File: src/rtl/mbm_mult_arbiter.sv
// Round-robin arbiter feeding a shared combinational mantissa multiplier through a
// two-stage pipeline: S1 holds the granted operands, S2 is the registered result.
module mbm_mult_arbiter #(
   parameter int BIT_WIDTH = 8,
   parameter int NUM_REQ   = 4,
   parameter int CNT_WIDTH = 16
) (
   input  logic                          clk,
   input  logic                          rst,
   input  logic [NUM_REQ-1:0]            req_valid,
   output logic [NUM_REQ-1:0]            req_ready,
   input  logic [NUM_REQ*BIT_WIDTH-1:0]  req_a,
   input  logic [NUM_REQ*BIT_WIDTH-1:0]  req_b,
   output logic [BIT_WIDTH-1:0]          mul_a,
   output logic [BIT_WIDTH-1:0]          mul_b,
   input  logic [2*BIT_WIDTH-1:0]        mul_product,
   output logic                          resp_valid,
   output logic [$clog2(NUM_REQ)-1:0]    resp_id,
   output logic [2*BIT_WIDTH-1:0]        resp_product,
   input  logic                          resp_ready,
   output logic [CNT_WIDTH-1:0]          ops_count
);

   localparam int ID_W = $clog2(NUM_REQ);
   localparam int IX_W = ID_W + 1;
   localparam logic [IX_W-1:0]      NUM_REQ_X = IX_W'(NUM_REQ);
   localparam logic [ID_W-1:0]      LAST_ID   = ID_W'(NUM_REQ - 1);
   localparam logic [CNT_WIDTH-1:0] CNT_MAX   = {CNT_WIDTH{1'b1}};

   logic                   s1_valid_q, s1_valid_d;
   logic [ID_W-1:0]        s1_id_q, s1_id_d;
   logic [BIT_WIDTH-1:0]   s1_a_q, s1_a_d;
   logic [BIT_WIDTH-1:0]   s1_b_q, s1_b_d;
   logic                   s2_valid_q, s2_valid_d;
   logic [ID_W-1:0]        s2_id_q, s2_id_d;
   logic [2*BIT_WIDTH-1:0] s2_prod_q, s2_prod_d;
   logic [ID_W-1:0]        rr_ptr_q, rr_ptr_d;
   logic [CNT_WIDTH-1:0]   ops_q, ops_d;

   logic                   s2_free_s;
   logic                   s1_adv_s;
   logic                   found_s;
   logic                   accept_s;
   logic [ID_W-1:0]        win_s;
   logic [IX_W-1:0]        idx_s;

   // Round-robin search from rr_ptr upward, wrapping at NUM_REQ (not at a power of two)
   always_comb begin
      found_s = 1'b0;
      win_s   = '0;
      idx_s   = '0;
      for (int k = 0; k < NUM_REQ; k++) begin
         idx_s = {1'b0, rr_ptr_q} + IX_W'(k);
         if (idx_s >= NUM_REQ_X) begin
            idx_s = idx_s - NUM_REQ_X;
         end else begin
            idx_s = idx_s;
         end
         if (!found_s && req_valid[idx_s[ID_W-1:0]]) begin
            found_s = 1'b1;
            win_s   = idx_s[ID_W-1:0];
         end else begin
            found_s = found_s;
         end
      end
   end

   assign s2_free_s = !s2_valid_q || resp_ready;
   assign s1_adv_s  = !s1_valid_q || s2_free_s;
   assign accept_s  = s1_adv_s && found_s && !rst;

   // Grant vector and next-state for both pipeline stages, pointer and counter
   always_comb begin
      req_ready  = '0;
      s1_valid_d = s1_valid_q;
      s1_id_d    = s1_id_q;
      s1_a_d     = s1_a_q;
      s1_b_d     = s1_b_q;
      s2_valid_d = s2_valid_q;
      s2_id_d    = s2_id_q;
      s2_prod_d  = s2_prod_q;
      rr_ptr_d   = rr_ptr_q;
      ops_d      = ops_q;

      if (s2_free_s) begin
         s2_valid_d = s1_valid_q;
         if (s1_valid_q) begin
            s2_id_d   = s1_id_q;
            s2_prod_d = mul_product;
         end else begin
            s2_id_d   = s2_id_q;
         end
      end else begin
         s2_valid_d = s2_valid_q;
      end

      if (s1_adv_s) begin
         s1_valid_d = accept_s;
      end else begin
         s1_valid_d = s1_valid_q;
      end

      if (accept_s) begin
         req_ready[win_s] = 1'b1;
         s1_id_d  = win_s;
         s1_a_d   = req_a[win_s*BIT_WIDTH +: BIT_WIDTH];
         s1_b_d   = req_b[win_s*BIT_WIDTH +: BIT_WIDTH];
         rr_ptr_d = (win_s == LAST_ID) ? '0 : win_s + ID_W'(1);
         ops_d    = (ops_q == CNT_MAX) ? ops_q : ops_q + CNT_WIDTH'(1);
      end else begin
         rr_ptr_d = rr_ptr_q;
      end
   end

   // Pipeline, pointer and counter registers with synchronous reset
   always_ff @(posedge clk) begin
      if (rst) begin
         s1_valid_q <= 1'b0;
         s1_id_q    <= '0;
         s1_a_q     <= '0;
         s1_b_q     <= '0;
         s2_valid_q <= 1'b0;
         s2_id_q    <= '0;
         s2_prod_q  <= '0;
         rr_ptr_q   <= '0;
         ops_q      <= '0;
      end else begin
         s1_valid_q <= s1_valid_d;
         s1_id_q    <= s1_id_d;
         s1_a_q     <= s1_a_d;
         s1_b_q     <= s1_b_d;
         s2_valid_q <= s2_valid_d;
         s2_id_q    <= s2_id_d;
         s2_prod_q  <= s2_prod_d;
         rr_ptr_q   <= rr_ptr_d;
         ops_q      <= ops_d;
      end
   end

   assign mul_a        = s1_a_q;
   assign mul_b        = s1_b_q;
   assign resp_valid   = s2_valid_q;
   assign resp_id      = s2_id_q;
   assign resp_product = s2_prod_q;
   assign ops_count    = ops_q;

endmodule

File: config.mk
export PLATFORM = sky130hd
export DESIGN_NAME = mbm_mult_arbiter
export DESIGN_NICKNAME = d
export VERILOG_FILES = /design/src/rtl/mbm_mult_arbiter.sv
export SDC_FILE = /design/constraint.sdc
export NUM_CORES = 1
export LEC_CHECK = 0
export BUFFER_PORTS_ARGS = -buffer_cell sky130_fd_sc_hd__buf_2
export CORE_ASPECT_RATIO = 1.75
export CORE_UTILIZATION = 25
export CTS_BUF_LIST = sky130_fd_sc_hd__clkbuf_8 sky130_fd_sc_hd__clkbuf_16
export CTS_CLUSTER_SIZE = 10
export DETAILED_ROUTE_END_ITERATION = 16
export PLACE_DENSITY_LB_ADDON = 0.1
export SYNTH_ARGS = -nofsm -noshare
export SYNTH_HDL_FRONTEND = slang
export SYNTH_SLANG_ARGS = --single-unit
File: constraint.sdc
create_clock -name clk -period 2.3 [get_ports clk]
set_input_delay 0.345 -clock clk [delete_from_list [all_inputs] [get_ports clk]]
set_output_delay 0.345 -clock clk [all_outputs]
set_load 0.03 [all_outputs]
; ---- After elaboration in Yosys (flattened, before gate mapping)
; Cells that the tools add are included.
[word_totals]
regBits = 56
inputBits = 87
output_inout_bits = 55
elab_cells = 73
[op_classes]
add_sub_neg = 9
magnitude_cmp = 10
eq_ne = 2
shifts = 2
n_mux = 24
n_bitwise = 1
n_reduce_logical = 16
[ops]
columns = cell, n
row1 = indexed part select 32 x 6 -> 8 bit, 2
row2 = two-way mux 2 bit, 9
row3 = "adder 16 x 1 -> 16 bit, second input constant", 1
row4 = "equality test 16 bit, second input constant", 1
row5 = "less-than comparator 2 x 3 -> 1 bit, second input constant", 5
row6 = "greater-or-equal comparator 3 bit, second input constant", 3
row7 = two-way mux 1 bit, 9
row8 = binary-select mux 1 bit (select 2 bit), 4
row9 = "subtractor 2 x 1 -> 2 bit, second input constant", 4
row10 = "adder 2 x 2 -> 3 bit, second input constant", 2
row11 = logical AND 1 bit, 6
row12 = zero test 1 bit, 6
row13 = two-way mux 4 bit, 1
row14 = AND reduction 2 bit, 2
row15 = "adder 2 x 1 -> 3 bit, second input constant", 1
row16 = "greater-or-equal comparator 2 x 3 -> 1 bit, second input constant", 1
row17 = "adder 2 x 1 -> 2 bit, second input constant", 1
row18 = demux 1 bit (select 2 bit), 1
row19 = "equality test 2 bit, second input constant", 1
row20 = "greater-or-equal comparator 2 x 1 -> 1 bit, second input constant", 1
row21 = logical OR 1 bit, 2
row22 = NOT 1 bit, 1

; ---- Depth between registers and ports, before layout
[depth]
ltp_word = 19
mapped_depth = 8
depth_no_buf = 7

; ---- Worst setup path after synthesis
; OpenSTA, ideal clock, no wires.
[synth_timing]
path_type = register to output
startpoint = reg s2_valid_q, in the netlist resp_valid
endpoint = out req_ready[1]
t_arrival_ns = 2.048
setup_slack_ns = -0.093
stages_incl_launch_ff = 5
cell_sequence = dfxtp_1 > and3b_1 > or3_4 > buf_6 > nor4_1
[synth_via]
elab_chain_cells = 6
[synth_lines]
columns = element, line_no
row1 = start: declaration, 34  ; logic s2_valid_q, s2_valid_d;
row2 = start signal: assignment, 132  ; s2_valid_q <= s2_valid_d;
row3 = zero test 1 bit, 68  ; assign s2_free_s = !s2_valid_q || resp_ready;
row4 = logical OR 1 bit, 68
row5 = logical OR 1 bit, 69  ; assign s1_adv_s = !s1_valid_q || s2_free_s;
row6 = logical AND 1 bit (2 in a row), 70  ; assign accept_s = s1_adv_s && found_s && !rst;
row7 = two-way mux 4 bit, 103  ; if (accept_s) begin
row8 = end: declaration, 11  ; output logic [NUM_REQ-1:0] req_ready,
; Every way passes these cells.

; ---- Final worst setup path
[layout_timing]
startpoint = reg rr_ptr_q[0]
endpoint = out req_ready[3]
[layout_via]
elab_chain_cells = 19
elab_cells_between_ends = 45
cone_classes = add/sub (7) / order compare (6) / mux (23) / reduce/logical (9)
[layout_lines]
columns = element, line_no
row1 = start: declaration, 37  ; logic [ID_W-1:0] rr_ptr_q, rr_ptr_d;
row2 = start signal: assignment, 135  ; rr_ptr_q <= rr_ptr_d;
row3 = "parallel branches: the longest is 18 deep, another holds adder 2 x 1 -> 3 bit", n/a
row4 = two-way mux 4 bit (*), 103
; Every way passes the cells marked *. The select of a mux whose other input is x is not followed.

==> flow_summary_export.csv <==
group,metric,value,unit
run_status,outcome,"complete, no violations",
hold_path,hp-class,"in -> reg",
clocking,cts.clk_slew.worst_paths,0.08,ns
timing,min_period_over_period,0.927,
logic_synthesis,ys_ff_latch,56,
floorplan,die-height,139,microns
critical_path,critPathTopFamily,"simple AND/OR/NAND/NOR gates",
critical_path,critPathKind,"reg -> out",
floorplan,initial_utilization,0.259,
finish,fin_nets,537,
timing,tns,0,ns
floorplan,ios,142,
logic_synthesis,synth-seq-area-share,0.420,
critical_path,cp-end-kind,"output port",
drt,vias,2728,
drt,antenna_left,0,
global_route,overflow,0,
timing,setup_viol,0,
clocking,htree_levels,2,
global_route,grtUsageTotal,0.152,
global_route,grt_max_degree,33,
floorplan,fp.dieW,80.1,microns
clocking,cts_max_path_buffers,2,
finish,drive_above_1_share,0.379,
power,ir_drop,0.000370,V
clocking,root_buffer,"clkbuf_16",
floorplan,dieArea,11100,sq um
drt,wl_per_cell,14.4,microns
global_route,grt_pass1_wl,13.0,mm
global_route,grt_pass1_vias,2732,
logic_synthesis,syn_area,2670,sq um
global_route,gr-max-usage-layer,"met2",
global_route,use_met2,0.304,
drt,dr.pass1.iters,4,
clocking,cts_tree,"yes",
timing,slew-limit-headroom,0.518,
global_route,grt_use_met3,0.0296,
floorplan,fp.coreArea,10300,sq um
finish,area_growth_syn_to_layout,40.1,%
timing,worst_pin_slew,0.720,ns
finish,mostFrequentLayoutCells,"140 x buf_2, 63 x nand2_1, 56 x dfxtp_1, 33 x mux2i_1, 28 x a21oi_1",
drt,wirelength,8.31,mm
timing,fmax,469,MHz
logic_synthesis,ys_types,39,
critical_path,startpoint_type,"flip-flop",
critical_path,path_buf_inv,2,
placed_design,dp_hpwl,6.43,mm
logic_synthesis,synthCells,308,
timing,maxSlewViolCount,0,
timing,whs,0.277,ns
clocking,cts_hold_buf,0,
timing,grt_setup_unrepaired,"false",
critical_path,crit_chain,"nand2b_1, a21oi_1, or3_4, inv_2, ha_1, and2_1, clkbuf_4",
drt,vias_per_cell,4.74,
logic_synthesis,synth_area_per_cell,8.66,sq um
timing,skew,0.00388,ns
finish,diodes,0,
placed_design,io_buffers,141,
clocking,cts_buffers,5,
critical_path,worstPathRequired,1.96,ns
logic_synthesis,syn_nets,397,
flow_run,maxCapViolations,0,
power,finalPower,3.08,mW
power,power_leakage,1.77,nW
critical_path,cp_data_arrival_time,1.79,ns
drt,drc,0,
critical_path,cp_max_fo,4,
clocking,cts.sinks,56,
power,power_per_cell_area,825,nW/um^2
finish,mostFrequentLayoutCell,"buf_2",
global_route,antenna_found_initial,0,
floorplan,row_count,49,
drt,drt_iter0_markers,68,
critical_path,slowest_delay,0.36,ns
logic_synthesis,yosys_warnings,0,
critical_path,cpMaxStageDelayCell,"dfxtp_1",
timing,hold_violations,0,
placed_design,gp_congestion,0.751,
global_route,met1_usage,0.150,
clocking,worstSkewPairLatency,0.30,ns
timing,final.min_clock_period,2.13,ns
==> flip-flops by register name, summed over array words and instances, names as in the netlist <==
name          flops
mul_a             8
resp_product     16
s1_valid_q        1
mul_b             8
rr_ptr_q          2
s1_id_q           2
resp_valid        1
ops_count        16
resp_id           2
==> stage by stage <==
| step | area (sq um) | util | instances | setup slack, ns |
|---|---|---|---|---|
| after floorplan | 2670 | - | 308 | 0.265 |
| after global placement | 3550 | 0.344 | 568 | 0.235 |
| after detailed placement | 3550 | 0.344 | 568 | 0.211 |
| after CTS | 3720 | 0.361 | 576 | 0.0371 |
| after global routing | 3740 | 0.363 | 576 | 0.0186 |
| final | 3740 | 0.363 | 576 | 0.167 |
==> cell families (layout without fill, tap and decap cells) <==
group / count (synthesis) / in the layout / synth area share
adders and majority gates: 2 / 2 / 0.00938
AOI/OAI and AO/OA: 63 / 63 / 0.155
xor gates and xnor gates: 7 / 7 / 0.0230
and+or+nand+nor: 124 / 124 / 0.227
buffers and inverters: 22 / 163 / 0.0366
DFF: 56 / 56 / 0.420
muxes: 34 / 34 / 0.128
==> cell usage after synthesis, drive strengths merged <==
cell	instances	area, sq um
inv	6	22.5
nand4	4	25.0
nand3b	5	37.5
a21oi	29	145
o2111ai	1	15.0
nand2b	3	18.8
xnor2	4	35.0
a22oi	1	7.51
nand3	3	15.0
nor2b	3	18.8
or3	9	61.3
clkbuf	7	26.3
o221ai	17	155
nor2	16	60.1
a21o	1	7.51
and3b	1	8.76
mux2i	33	330
and2	3	18.8
and4	2	17.5
and3	1	6.26
nor4	4	31.3
o211ai	2	15.0
mux2	1	11.3
o21ai	10	53.8
nor3	6	41.3
nor4b	1	8.76
o31ai	2	15.0
buf	9	48.8
xor2	3	26.3
nand2	63	236
dfxtp	56	1120
ha	2	25.0
==> worst min-delay path: cells and delay by family <==
family | cells | cell delay, ns
AO/OA/AOI/OAI | 1 | 0.05
buffers and inverters | 1 | 0.09
AND/OR/NAND/NOR | 1 | 0.04
==> path summary, 6_finish.rpt <==
kind	startpoint	endpoint	slack, ns	cells past startpoint
worst min-delay path	mul_product[2]	resp_product[2]$_SDFFE_PP0P_	0.28	3
worst max-delay path	rr_ptr_q[0]$_SDFFE_PP0P_	req_ready[3]	0.17	7
worst max register to register	s1_valid_q$_SDFFE_PP0N_	ops_count[15]$_SDFFE_PP0P_	0.49	5
worst min register to register	resp_product[7]$_SDFFE_PP0P_	resp_product[7]$_SDFFE_PP0P_	0.45	2
==> report_power, final <==
| part | internal [mW] | total (mW) | switching [mW] | leakage (nW) |
|---|---|---|---|---|
| sequential | 1.09 | 1.16 | 0.0678 | 0.460 |
| combinational | 0.398 | 1.03 | 0.633 | 1.23 |
| clock | 0.519 | 0.892 | 0.373 | 0.0804 |
| total | 2.01 | 3.08 | 1.07 | 1.77 |
==> layout make-up <==
class | count | area (sq um)
inverters | 6 | 22.5
fillers | 1133 | 6560
clock inverters | 3 | 46.3
flip-flops and latches | 56 | 1120
clock buffers | 5 | 125
repair buffers | 149 | 781
well taps | 127 | 159
multi-input cells | 230 | 1480
==> metal layers <==
metal,share of wire,up-vias
met1,0.36,1260
met3,0.057,6
met2,0.57,83
li1,-,1379
met4,0.013,0
met5,0,-
==> what timing repair did <==
action / in CTS / in global routing
setup buffers: 0 / 0
resized for setup: 0 / 7
setup endpoints to repair: 0 / 4
Power figures use the tool's default switching activity.
